===== src/rtl/my_soc.sv =====
// my_soc: debug SoC top. A JTAG TAP, oversampled in the clk domain, gives a
// host a path to transmit bytes on an 8N1 UART and to read back received
// bytes and status flags. Everything runs on clk with an async active-low reset.
`timescale 1ns/1ps
module my_soc #(
    parameter int unsigned CLKS_PER_BIT = 868,
    parameter logic [31:0] IDCODE       = 32'h1000_0001
) (
    input  logic clk,
    input  logic reset_n,
    input  logic apb_clk,
    input  logic apb_resetn,
    output logic uart_tx,
    input  logic uart_rx,
    input  logic TCK,
    input  logic TMS,
    input  logic TDI,
    output logic TDO
);

    localparam int unsigned CNT_W = $clog2(CLKS_PER_BIT);
    localparam logic [CNT_W-1:0] CNT_MAX  = CNT_W'(CLKS_PER_BIT - 1);
    localparam logic [CNT_W-1:0] HALF_MAX = CNT_W'(CLKS_PER_BIT / 2 - 1);

    localparam logic [3:0] INSTR_IDCODE  = 4'h1;
    localparam logic [3:0] INSTR_UART_TX = 4'h2;
    localparam logic [3:0] INSTR_UART_RX = 4'h3;

    // Synchroniser reset values: uart_rx idles high, JTAG pins low.
    localparam logic [3:0] SYNC_RST = 4'b1000;

    typedef enum logic [3:0] {
        TLR, RTI, SEL_DR, CAP_DR, SHIFT_DR, EXIT1_DR, PAUSE_DR, EXIT2_DR, UPD_DR,
        SEL_IR, CAP_IR, SHIFT_IR, EXIT1_IR, PAUSE_IR, EXIT2_IR, UPD_IR
    } tap_state_t;

    typedef enum logic [1:0] {TX_IDLE, TX_START, TX_DATA, TX_STOP} tx_state_t;
    typedef enum logic [1:0] {RX_IDLE, RX_START, RX_DATA, RX_STOP} rx_state_t;

    // The APB pins exist only for pin compatibility.
    logic unused_apb;
    assign unused_apb = apb_clk ^ apb_resetn;

    // ------------------------------------------------------------------
    // Input synchronisers and edge detection
    // ------------------------------------------------------------------
    logic [3:0] sync_in;
    logic [3:0] sync_meta_reg;
    logic [3:0] sync_reg;
    logic       tck_d_reg;
    logic       rx_d_reg;
    logic       tck_s, tms_s, tdi_s, rx_s;
    logic       tck_rise, tck_fall, rx_fall;

    assign sync_in = {uart_rx, TDI, TMS, TCK};
    assign tck_s   = sync_reg[0];
    assign tms_s   = sync_reg[1];
    assign tdi_s   = sync_reg[2];
    assign rx_s    = sync_reg[3];

    // Two-flop synchronisers plus one delay stage for TCK / uart_rx edges.
    always_ff @(posedge clk or negedge reset_n) begin
        if (!reset_n) begin
            sync_meta_reg <= SYNC_RST;
            sync_reg      <= SYNC_RST;
            tck_d_reg     <= 1'b0;
            rx_d_reg      <= 1'b1;
        end else begin
            sync_meta_reg <= sync_in;
            sync_reg      <= sync_meta_reg;
            tck_d_reg     <= tck_s;
            rx_d_reg      <= rx_s;
        end
    end

    assign tck_rise = tck_s & ~tck_d_reg;
    assign tck_fall = ~tck_s & tck_d_reg;
    assign rx_fall  = rx_d_reg & ~rx_s;

    // ------------------------------------------------------------------
    // TAP controller
    // ------------------------------------------------------------------
    tap_state_t tap_state_reg, tap_state_next;

    // TAP state register.
    always_ff @(posedge clk or negedge reset_n) begin
        if (!reset_n) begin
            tap_state_reg <= TLR;
        end else begin
            tap_state_reg <= tap_state_next;
        end
    end

    // Standard 1149.1 transitions, taken only on a detected TCK rise.
    always_comb begin
        tap_state_next = tap_state_reg;
        if (tck_rise) begin
            case (tap_state_reg)
                TLR:      tap_state_next = tms_s ? TLR      : RTI;
                RTI:      tap_state_next = tms_s ? SEL_DR   : RTI;
                SEL_DR:   tap_state_next = tms_s ? SEL_IR   : CAP_DR;
                CAP_DR:   tap_state_next = tms_s ? EXIT1_DR : SHIFT_DR;
                SHIFT_DR: tap_state_next = tms_s ? EXIT1_DR : SHIFT_DR;
                EXIT1_DR: tap_state_next = tms_s ? UPD_DR   : PAUSE_DR;
                PAUSE_DR: tap_state_next = tms_s ? EXIT2_DR : PAUSE_DR;
                EXIT2_DR: tap_state_next = tms_s ? UPD_DR   : SHIFT_DR;
                UPD_DR:   tap_state_next = tms_s ? SEL_DR   : RTI;
                SEL_IR:   tap_state_next = tms_s ? TLR      : CAP_IR;
                CAP_IR:   tap_state_next = tms_s ? EXIT1_IR : SHIFT_IR;
                SHIFT_IR: tap_state_next = tms_s ? EXIT1_IR : SHIFT_IR;
                EXIT1_IR: tap_state_next = tms_s ? UPD_IR   : PAUSE_IR;
                PAUSE_IR: tap_state_next = tms_s ? EXIT2_IR : PAUSE_IR;
                EXIT2_IR: tap_state_next = tms_s ? UPD_IR   : SHIFT_IR;
                UPD_IR:   tap_state_next = tms_s ? SEL_DR   : RTI;
                default:  tap_state_next = TLR;
            endcase
        end
    end

    // ------------------------------------------------------------------
    // IR / DR datapath
    // ------------------------------------------------------------------
    logic [3:0]  ir_reg;
    logic [3:0]  ir_shift_reg;
    logic [31:0] dr_shift_reg;
    logic        tdo_reg;
    logic [31:0] dr_capture;
    logic [31:0] dr_shifted;
    logic        capture_rx;
    logic        update_tx;

    logic        tx_busy;
    logic        tx_ovf_reg;
    logic        rx_valid_reg;
    logic [7:0]  rx_data_reg;
    logic [7:0]  rx_shift_reg;
    logic        rx_done;

    assign capture_rx = tck_rise && (tap_state_reg == CAP_DR) && (ir_reg == INSTR_UART_RX);
    assign update_tx  = tck_fall && (tap_state_reg == UPD_DR) && (ir_reg == INSTR_UART_TX);

    // Capture value per instruction; a byte completing in the capture cycle
    // is the one reported, so the host never loses it to the clear.
    always_comb begin
        dr_capture = 32'h0;
        case (ir_reg)
            INSTR_IDCODE:  dr_capture = IDCODE;
            INSTR_UART_RX: dr_capture = {22'h0, tx_ovf_reg,
                                         rx_done | rx_valid_reg,
                                         rx_done ? rx_shift_reg : rx_data_reg};
            default:       dr_capture = 32'h0;
        endcase
    end

    // Right shift of the selected DR with TDI entering at its MSB.
    always_comb begin
        dr_shifted = {31'h0, tdi_s};
        case (ir_reg)
            INSTR_IDCODE:  dr_shifted = {tdi_s, dr_shift_reg[31:1]};
            INSTR_UART_TX: dr_shifted = {24'h0, tdi_s, dr_shift_reg[7:1]};
            INSTR_UART_RX: dr_shifted = {22'h0, tdi_s, dr_shift_reg[9:1]};
            default:       dr_shifted = {31'h0, tdi_s};
        endcase
    end

    // Capture/shift on TCK rise, IR update and TDO launch on TCK fall.
    always_ff @(posedge clk or negedge reset_n) begin
        if (!reset_n) begin
            ir_reg       <= INSTR_IDCODE;
            ir_shift_reg <= 4'b0001;
            dr_shift_reg <= 32'h0;
            tdo_reg      <= 1'b0;
        end else begin
            if (tap_state_reg == TLR) begin
                ir_reg <= INSTR_IDCODE;
            end else if (tck_fall && (tap_state_reg == UPD_IR)) begin
                ir_reg <= ir_shift_reg;
            end
            if (tck_rise) begin
                case (tap_state_reg)
                    CAP_IR:   ir_shift_reg <= 4'b0001;
                    SHIFT_IR: ir_shift_reg <= {tdi_s, ir_shift_reg[3:1]};
                    CAP_DR:   dr_shift_reg <= dr_capture;
                    SHIFT_DR: dr_shift_reg <= dr_shifted;
                    default:  ;
                endcase
            end
            if (tck_fall) begin
                if (tap_state_reg == SHIFT_IR) begin
                    tdo_reg <= ir_shift_reg[0];
                end else if (tap_state_reg == SHIFT_DR) begin
                    tdo_reg <= dr_shift_reg[0];
                end else begin
                    tdo_reg <= 1'b0;
                end
            end
        end
    end

    assign TDO = tdo_reg;

    // Status flags and received byte; setting always beats the capture clear.
    always_ff @(posedge clk or negedge reset_n) begin
        if (!reset_n) begin
            tx_ovf_reg   <= 1'b0;
            rx_valid_reg <= 1'b0;
            rx_data_reg  <= 8'h0;
        end else begin
            if (update_tx && tx_busy) begin
                tx_ovf_reg <= 1'b1;
            end else if (capture_rx) begin
                tx_ovf_reg <= 1'b0;
            end
            if (rx_done) begin
                rx_valid_reg <= 1'b1;
                rx_data_reg  <= rx_shift_reg;
            end else if (capture_rx) begin
                rx_valid_reg <= 1'b0;
            end
        end
    end

    // ------------------------------------------------------------------
    // UART transmitter
    // ------------------------------------------------------------------
    tx_state_t        tx_state_reg, tx_state_next;
    logic [CNT_W-1:0] tx_cnt_reg, tx_cnt_next;
    logic [2:0]       tx_bit_reg, tx_bit_next;
    logic [7:0]       tx_shift_reg, tx_shift_next;
    logic             tx_line_reg, tx_line_next;
    logic             tx_req;

    assign tx_busy = (tx_state_reg != TX_IDLE);
    assign tx_req  = update_tx && !tx_busy;

    // Transmitter state register; the line is registered so it never glitches.
    always_ff @(posedge clk or negedge reset_n) begin
        if (!reset_n) begin
            tx_state_reg <= TX_IDLE;
            tx_cnt_reg   <= '0;
            tx_bit_reg   <= 3'd0;
            tx_shift_reg <= 8'h0;
            tx_line_reg  <= 1'b1;
        end else begin
            tx_state_reg <= tx_state_next;
            tx_cnt_reg   <= tx_cnt_next;
            tx_bit_reg   <= tx_bit_next;
            tx_shift_reg <= tx_shift_next;
            tx_line_reg  <= tx_line_next;
        end
    end

    // Frame sequencing: start, eight data bits LSB first, stop.
    always_comb begin
        tx_state_next = tx_state_reg;
        tx_cnt_next   = tx_cnt_reg;
        tx_bit_next   = tx_bit_reg;
        tx_shift_next = tx_shift_reg;
        tx_line_next  = tx_line_reg;
        case (tx_state_reg)
            TX_IDLE: begin
                tx_line_next = 1'b1;
                if (tx_req) begin
                    tx_state_next = TX_START;
                    tx_cnt_next   = '0;
                    tx_shift_next = dr_shift_reg[7:0];
                    tx_line_next  = 1'b0;
                end
            end
            TX_START: begin
                if (tx_cnt_reg == CNT_MAX) begin
                    tx_state_next = TX_DATA;
                    tx_cnt_next   = '0;
                    tx_bit_next   = 3'd0;
                    tx_line_next  = tx_shift_reg[0];
                end else begin
                    tx_cnt_next = tx_cnt_reg + 1'b1;
                end
            end
            TX_DATA: begin
                if (tx_cnt_reg == CNT_MAX) begin
                    tx_cnt_next = '0;
                    if (tx_bit_reg == 3'd7) begin
                        tx_state_next = TX_STOP;
                        tx_line_next  = 1'b1;
                    end else begin
                        tx_bit_next   = tx_bit_reg + 3'd1;
                        tx_shift_next = {1'b0, tx_shift_reg[7:1]};
                        tx_line_next  = tx_shift_reg[1];
                    end
                end else begin
                    tx_cnt_next = tx_cnt_reg + 1'b1;
                end
            end
            TX_STOP: begin
                if (tx_cnt_reg == CNT_MAX) begin
                    tx_state_next = TX_IDLE;
                    tx_cnt_next   = '0;
                end else begin
                    tx_cnt_next = tx_cnt_reg + 1'b1;
                end
            end
            default: tx_state_next = TX_IDLE;
        endcase
    end

    assign uart_tx = tx_line_reg;

    // ------------------------------------------------------------------
    // UART receiver
    // ------------------------------------------------------------------
    rx_state_t        rx_state_reg, rx_state_next;
    logic [CNT_W-1:0] rx_cnt_reg, rx_cnt_next;
    logic [2:0]       rx_bit_reg, rx_bit_next;
    logic [7:0]       rx_shift_next;

    // Receiver state register.
    always_ff @(posedge clk or negedge reset_n) begin
        if (!reset_n) begin
            rx_state_reg <= RX_IDLE;
            rx_cnt_reg   <= '0;
            rx_bit_reg   <= 3'd0;
            rx_shift_reg <= 8'h0;
        end else begin
            rx_state_reg <= rx_state_next;
            rx_cnt_reg   <= rx_cnt_next;
            rx_bit_reg   <= rx_bit_next;
            rx_shift_reg <= rx_shift_next;
        end
    end

    // Mid-bit sampling: half a bit to re-check the start, then whole bits.
    always_comb begin
        rx_state_next = rx_state_reg;
        rx_cnt_next   = rx_cnt_reg;
        rx_bit_next   = rx_bit_reg;
        rx_shift_next = rx_shift_reg;
        rx_done       = 1'b0;
        case (rx_state_reg)
            RX_IDLE: begin
                if (rx_fall) begin
                    rx_state_next = RX_START;
                    rx_cnt_next   = '0;
                end
            end
            RX_START: begin
                if (rx_cnt_reg == HALF_MAX) begin
                    rx_cnt_next = '0;
                    if (!rx_s) begin
                        rx_state_next = RX_DATA;
                        rx_bit_next   = 3'd0;
                    end else begin
                        rx_state_next = RX_IDLE;
                    end
                end else begin
                    rx_cnt_next = rx_cnt_reg + 1'b1;
                end
            end
            RX_DATA: begin
                if (rx_cnt_reg == CNT_MAX) begin
                    rx_cnt_next   = '0;
                    rx_shift_next = {rx_s, rx_shift_reg[7:1]};
                    if (rx_bit_reg == 3'd7) begin
                        rx_state_next = RX_STOP;
                    end else begin
                        rx_bit_next = rx_bit_reg + 3'd1;
                    end
                end else begin
                    rx_cnt_next = rx_cnt_reg + 1'b1;
                end
            end
            RX_STOP: begin
                if (rx_cnt_reg == CNT_MAX) begin
                    rx_cnt_next   = '0;
                    rx_state_next = RX_IDLE;
                    rx_done       = rx_s;
                end else begin
                    rx_cnt_next = rx_cnt_reg + 1'b1;
                end
            end
            default: rx_state_next = RX_IDLE;
        endcase
    end

endmodule


===== config.mk =====
export PLATFORM = sky130hd
export DESIGN_NAME = my_soc
export DESIGN_NICKNAME = d
export VERILOG_FILES = /design/src/rtl/my_soc.sv
export SDC_FILE = /design/constraint.sdc
export NUM_CORES = 1
export LEC_CHECK = 0
export CAP_MARGIN = 0
export CORE_UTILIZATION = 45
export CTS_CLUSTER_SIZE = 10
export DETAILED_ROUTE_END_ITERATION = 10
export GPL_TIMING_DRIVEN = 0
export PLACE_DENSITY = 0.58
export SKIP_CTS_REPAIR_TIMING = 1
export SYNTH_ARGS = -nofsm -noshare
export SYNTH_HDL_FRONTEND = slang
export SYNTH_SLANG_ARGS = --single-unit

===== constraint.sdc =====
create_clock -name clk -period 2.9 [get_ports clk]
set_input_delay 0.435 -clock clk [delete_from_list [all_inputs] [get_ports clk]]
set_output_delay 0.435 -clock clk [all_outputs]
set_load 0.01 [all_outputs]

; Word-level counts from Yosys, hierarchy flattened
; Index checks and enable logic that the tools add are counted.
[word_totals]
out_inout_bits = 2
inputBits = 8
memories = 0
ramBits = 0
reg_bits = 112
romBits = 0
latch_bits = 0
wordCells = 174
[op_classes]
reduce_logical = 35
div = 0
n_mux = 65
eq_ne = 42
order_cmp = 0
multipliers = 0
addsub = 4
shifts = 0
bitwise_logic = 7
[ops]
columns = operator, count
row1 = one-hot mux 32 bit (3 select lines), 1
row2 = one-hot mux 32 bit (2 select lines), 1
row3 = one-hot mux 29 bit (2 select lines), 1
row4 = two-way mux 10 bit, 5
row5 = one-hot mux 4 bit (12 select lines), 1
row6 = == test 4 bit (second input constant), 8
row7 = two-way mux 8 bit, 4
row8 = one-hot mux 10 bit (3 select lines), 1
row9 = two-way mux 2 bit, 14
row10 = two-way mux 3 bit, 9
row11 = != test 2 bit (second input constant), 13
row12 = two-way mux 4 bit, 6
row13 = adder 10 x 1 -> 10 bit (second input constant), 2
row14 = == test 10 bit (second input constant), 2
row15 = one-hot mux 10 bit (2 select lines), 1
row16 = nonzero test 2 bit, 9
row17 = == test 4 x 2 -> 1 bit (second input constant), 4
row18 = == test 4 x 3 -> 1 bit (second input constant), 4
row19 = one-hot mux 2 bit (4 select lines), 2
row20 = one-hot mux 8 bit (2 select lines), 1
row21 = AND reduction 5 bit, 3
row22 = two-way mux 1 bit, 14
row23 = one-hot mux 3 bit (2 select lines), 2
row24 = == test 10 x 9 -> 1 bit (second input constant), 1
row25 = 20 further kinds, 44

; Logic depth before layout (Yosys ltp)
[depth]
ltp_word = 7
mapped_depth = 8
mapped_depth_nobuf = 6

; Worst setup path after synthesis
; Ideal clock, no wire load.
[synth_path]
path_kind = flip-flop to flip-flop
from = reg rx_cnt_reg[0]
to = reg dr_shift_reg[7]
t_arrival_ns = 1.989
synth_period_minus_slack_ns = 2.115
path_stages_with_launch = 6
path_buffers = 0
slack_ns = 0.785
t_required_ns = 2.774
setup_ns = 0.126
cell_sequence = dfrtp_1 ha_1 nand2b_1 nor4_4 mux2_4 a221o_1
[synth_via]
elab_chain_cells = 6
[synth_rtl]
columns = item, line_no
row1 = "start, declared", 313  ; logic [CNT_W-1:0] rx_cnt_reg, rx_cnt_next;
row2 = "start signal, assigned", 326  ; rx_cnt_reg <= rx_cnt_next;
row3 = == test 10 bit, 373  ; if (rx_cnt_reg == CNT_MAX) begin
row4 = two-way mux 1 bit, 373
row5 = two-way mux 1 bit, 339  ; case (rx_state_reg)
row6 = two-way mux 8 bit, n/a
row7 = one-hot mux 29 bit (2 select lines), 146  ; case (ir_reg)
row8 = one-hot mux 32 bit (2 select lines), 180  ; case (tap_state_reg)
row9 = "end signal, assigned", 183  ; CAP_DR: dr_shift_reg <= dr_capture;
row10 = "end signal, assigned", 184  ; SHIFT_DR: dr_shift_reg <= dr_shifted;
row11 = "end, declared", 125  ; logic [31:0] dr_shift_reg;
; No other way between the ends.
; A chain may end at the register's enable or synchronous reset.

; Final worst setup path
; Ends and elaborated chain as after synthesis.

==> metrics.txt <==
# TYPE chip_impl_metric gauge
chip_impl_info{name="path_cells",value="ha_1 > nand2b_1 > nor4_4 > mux2_4 > a221o_1"} 1
chip_impl_metric{name="placement_rows",unit=""} 40
chip_impl_metric{name="routed_wire_length_per_instance",unit="µm"} 16.3
chip_impl_metric{name="largest_reg_flops",unit=""} 32
chip_impl_metric{name="cp_data_arrival_time",unit="ns"} 2.71
chip_impl_metric{name="fin_nets",unit=""} 554
chip_impl_info{name="timing.setup.critical_path_class",value="flop to flop"} 1
chip_impl_metric{name="final_util",unit="%"} 51.2
chip_impl_metric{name="leakage_power_summed_over_all_cells",unit="nW"} 2.69
chip_impl_info{name="outcome",value="complete, no violations"} 1
chip_impl_metric{name="grt_antenna_before_repair",unit=""} 0
chip_impl_metric{name="post-route-min-period",unit="ns"} 2.46
chip_impl_metric{name="die_w",unit="µm"} 113
chip_impl_metric{name="global_route.usage.total",unit="%"} 19.0
chip_impl_info{name="critPathCaptureType",value="flop"} 1
chip_impl_metric{name="share_of_post_route_cells_with_drive_strength_above_1",unit="%"} 10.9
chip_impl_metric{name="finalSetupViolations",unit=""} 0
chip_impl_info{name="mostFrequentLayoutCell",value="sky130_fd_sc_hd__dfrtp_1"} 1
chip_impl_metric{name="number_of_buffers_inserted_during_clock_tree_synthesis",unit=""} 9
chip_impl_metric{name="proportion_of_netlist_area_held_by_the_largest_area_contributor",unit="%"} 47.8
chip_impl_metric{name="syn_avg_cell_area",unit="µm²"} 10.8
chip_impl_metric{name="place.gp.congestion",unit=""} 0.813
chip_impl_metric{name="synth_seq_area_share",unit="%"} 50.7
chip_impl_metric{name="numPortBuffers",unit=""} 7
chip_impl_metric{name="drt_drc_violations_left",unit=""} 0
chip_impl_info{name="tritoncts",value="yes"} 1
chip_impl_metric{name="timing_worst_slew_pin_value",unit="ns"} 1.01
chip_impl_metric{name="postPlaceCellArea",unit="µm²"} 5830
chip_impl_metric{name="synthesis.nets",unit=""} 535
chip_impl_metric{name="required",unit="ns"} 3.14
chip_impl_metric{name="max_freq",unit="MHz"} 406
chip_impl_metric{name="cellPowerDensity",unit="nW/µm²"} 645
chip_impl_metric{name="largest_net_degree_at_the_start_of_global_routing",unit=""} 64
chip_impl_info{name="cp_slowest_cell",value="sky130_fd_sc_hd__nor4_4"} 1
chip_impl_metric{name="post_synth_inst_count",unit=""} 515
chip_impl_metric{name="layout_cell_area_excl_fill",unit="µm²"} 6150
chip_impl_metric{name="hold_viol",unit=""} 0
chip_impl_metric{name="grt_pass1_vias",unit=""} 3857
chip_impl_metric{name="timing.final.max_slew_violations",unit=""} 0
chip_impl_metric{name="dp_worst_setup_slack",unit="ns"} 0.405
chip_impl_metric{name="yosysUniqueCellTypes",unit=""} 73
chip_impl_metric{name="proportion_of_register_bits_with_asynchronous_set_or_reset_after_synthesis",unit="%"} 100
chip_impl_metric{name="grt-ovfl-total",unit=""} 0
chip_impl_metric{name="count_of_flip_flops_with_a_built_in_enable_after_synthesis",unit=""} 0
chip_impl_metric{name="dr_total_vias",unit=""} 4025
chip_impl_metric{name="fraction_of_the_cycle_the_final_worst_path_needs",unit="%"} 85.0
chip_impl_metric{name="avgViaCountPerCell",unit=""} 5.87
chip_impl_metric{name="wire_length_of_the_first_global_routing_pass",unit="µm"} 19200
chip_impl_info{name="synth.top_cells.by_area",value="sky130_fd_sc_hd__dfrtp_1, sky130_fd_sc_hd__a22o_1, sky130_fd_sc_hd__mux2i_1"} 1
chip_impl_info{name="yosys_most_used_dff",value="sky130_fd_sc_hd__dfrtp_1"} 1
chip_impl_metric{name="cp_slowest_stage_delay",unit="ns"} 0.80
chip_impl_metric{name="yosys_warnings",unit=""} 0
chip_impl_metric{name="cts_num_sinks",unit=""} 112
chip_impl_metric{name="area.growth.synth_to_final",unit="%"} 10.9
chip_impl_metric{name="mappedNetlistArea",unit="µm²"} 5550
chip_impl_info{name="crit_start_category",value="flop"} 1
chip_impl_metric{name="clk_latency",unit="ns"} 0.36
chip_impl_metric{name="finalWirelength",unit="µm"} 11200
chip_impl_info{name="most-common-layout-cells",value="sky130_fd_sc_hd__dfrtp_1, sky130_fd_sc_hd__nand2_1, sky130_fd_sc_hd__a22o_1"} 1
chip_impl_metric{name="cts.clk_slew.worst_paths",unit="ns"} 0.07
chip_impl_metric{name="boundaryPins",unit=""} 10
chip_impl_metric{name="firstDrtPassIters",unit=""} 4
chip_impl_metric{name="drt_iter0_markers",unit=""} 330
chip_impl_metric{name="die-area",unit="µm²"} 12800
chip_impl_metric{name="floorplan.initialDensity",unit="%"} 46.2
chip_impl_metric{name="worst-path-max-fanout",unit=""} 9
chip_impl_metric{name="cts.path.max_buffers",unit=""} 2
chip_impl_metric{name="max-cap-violations",unit=""} 0
chip_impl_info{name="hold_path.class",value="input pin to asynchronous set/reset pin"} 1
chip_impl_metric{name="fin_setup_tns",unit="ns"} 0
chip_impl_info{name="rsz0062_at_grt",value="no"} 1
chip_impl_metric{name="p_total",unit="mW"} 3.97
chip_impl_metric{name="synth-seq-cells",unit=""} 112
chip_impl_metric{name="core_area",unit="µm²"} 12000
chip_impl_metric{name="cts_htree_levels",unit=""} 3
chip_impl_info{name="clock_tree.root_cell",value="sky130_fd_sc_hd__clkbuf_16"} 1
chip_impl_metric{name="die_h",unit="µm"} 113
chip_impl_metric{name="detailedPlacementHpwl",unit="µm"} 7760
chip_impl_metric{name="timing.final.ws_setup",unit="ns"} 0.435
chip_impl_info{name="yosysTopAreaCell",value="sky130_fd_sc_hd__dfrtp_1"} 1
chip_impl_metric{name="clock-skew-final",unit="ns"} 0.00806
chip_impl_metric{name="worst_ir_drop_vdd",unit="V"} 0.000431
chip_impl_metric{name="slew-limit-headroom",unit="%"} 31.7
chip_impl_metric{name="ant_nets",unit=""} 0
chip_impl_metric{name="n_antenna_cell",unit=""} 0
[where the power goes]
group | internal, mW | switching, mW
clock | 0.764 | 0.577
sequential | 1.71 | 0.166
combinational | 0.307 | 0.443
[Yosys cell counts, drive strengths merged (3+ instances only)]
library cell and count:
a211o 6, a21oi 17, a22o 32, a31oi 13, and3 5, buf 8
clkbuf 16, dfrtp 106, dfstp 6, ha 12, inv 31, mux2 13
mux2i 20, nand2 39, nand2b 10, nand3 18, nand3b 3, nand4 5
nand4b 3, nor2 23, nor2b 14, nor3 12, nor4 5, nor4b 4
o211ai 13, o21ai 25, o221ai 8, o2bb2ai 4, o31ai 4, o41ai 3
[logic make-up after synthesis]
family,share of synthesized area (%)
AOI/OAI and AO/OA,19.7
xor gates and xnor gates,0.158
adders and majority gates,2.71
buffers and inverters,3.83
DFF,50.7
muxes,6.31
and+or+nand+nor,16.6
[worst max-delay path: cells and delay by family, from the launching register on]
family          cells  cell delay [ns]
fa+ha+maj           1             0.26
simple gates        2             0.99
mux                 1             0.37
compound gates      1             0.31
flops               1             0.42
[area by class of cell]
cell class / count / area [µm²]
timing repair buffer: 8 / 98.8
buffer: 24 / 96.3
sequential: 112 / 2810
inverter: 31 / 116
fill: 1071 / 5860
tap: 147 / 184
clock buffer: 10 / 229
multi-input combinational: 348 / 2520
clock inverter: 6 / 93.8
[routing by layer]
layer / global-route usage, % / vias up / routed length (µm)
met1: 27.4 / 2026 / 5650
met2: 28.0 / 42 / 5120
met4: 5.70 / 0 / 127
li1: - / 1949 / -
met3: 4.98 / 8 / 307
met5: 0 / - / 0
[stage by stage]
stage | hold slack [ns] | instances
6_report | 0.00610 | 686
5_1_grt | 0.0356 | 686
4_1_cts | 0.0209 | 686
3_5_place_dp | 0.341 | 670
3_3_place_gp | 0.332 | 669
2_1_floorplan | 0.139 | 515
[final timing paths]
check | from | end | slack, ns | cells past startpoint
max | rx_cnt_reg[0] | dr_shift_reg[7] | 0.44 | 5
min | reset_n | tx_cnt_reg[7] | 0.006 | 1
max reg2reg | rx_cnt_reg[0] | dr_shift_reg[7] | 0.44 | 5
min reg2reg | sync_meta_reg[1] | sync_reg[1] | 0.35 | 0
max in group asynchronous | reset_n | sync_meta_reg[3] | 2.19 | 2
min in group clk | sync_meta_reg[1] | sync_reg[1] | 0.35 | 0
Power figures use the tool's default switching activity.
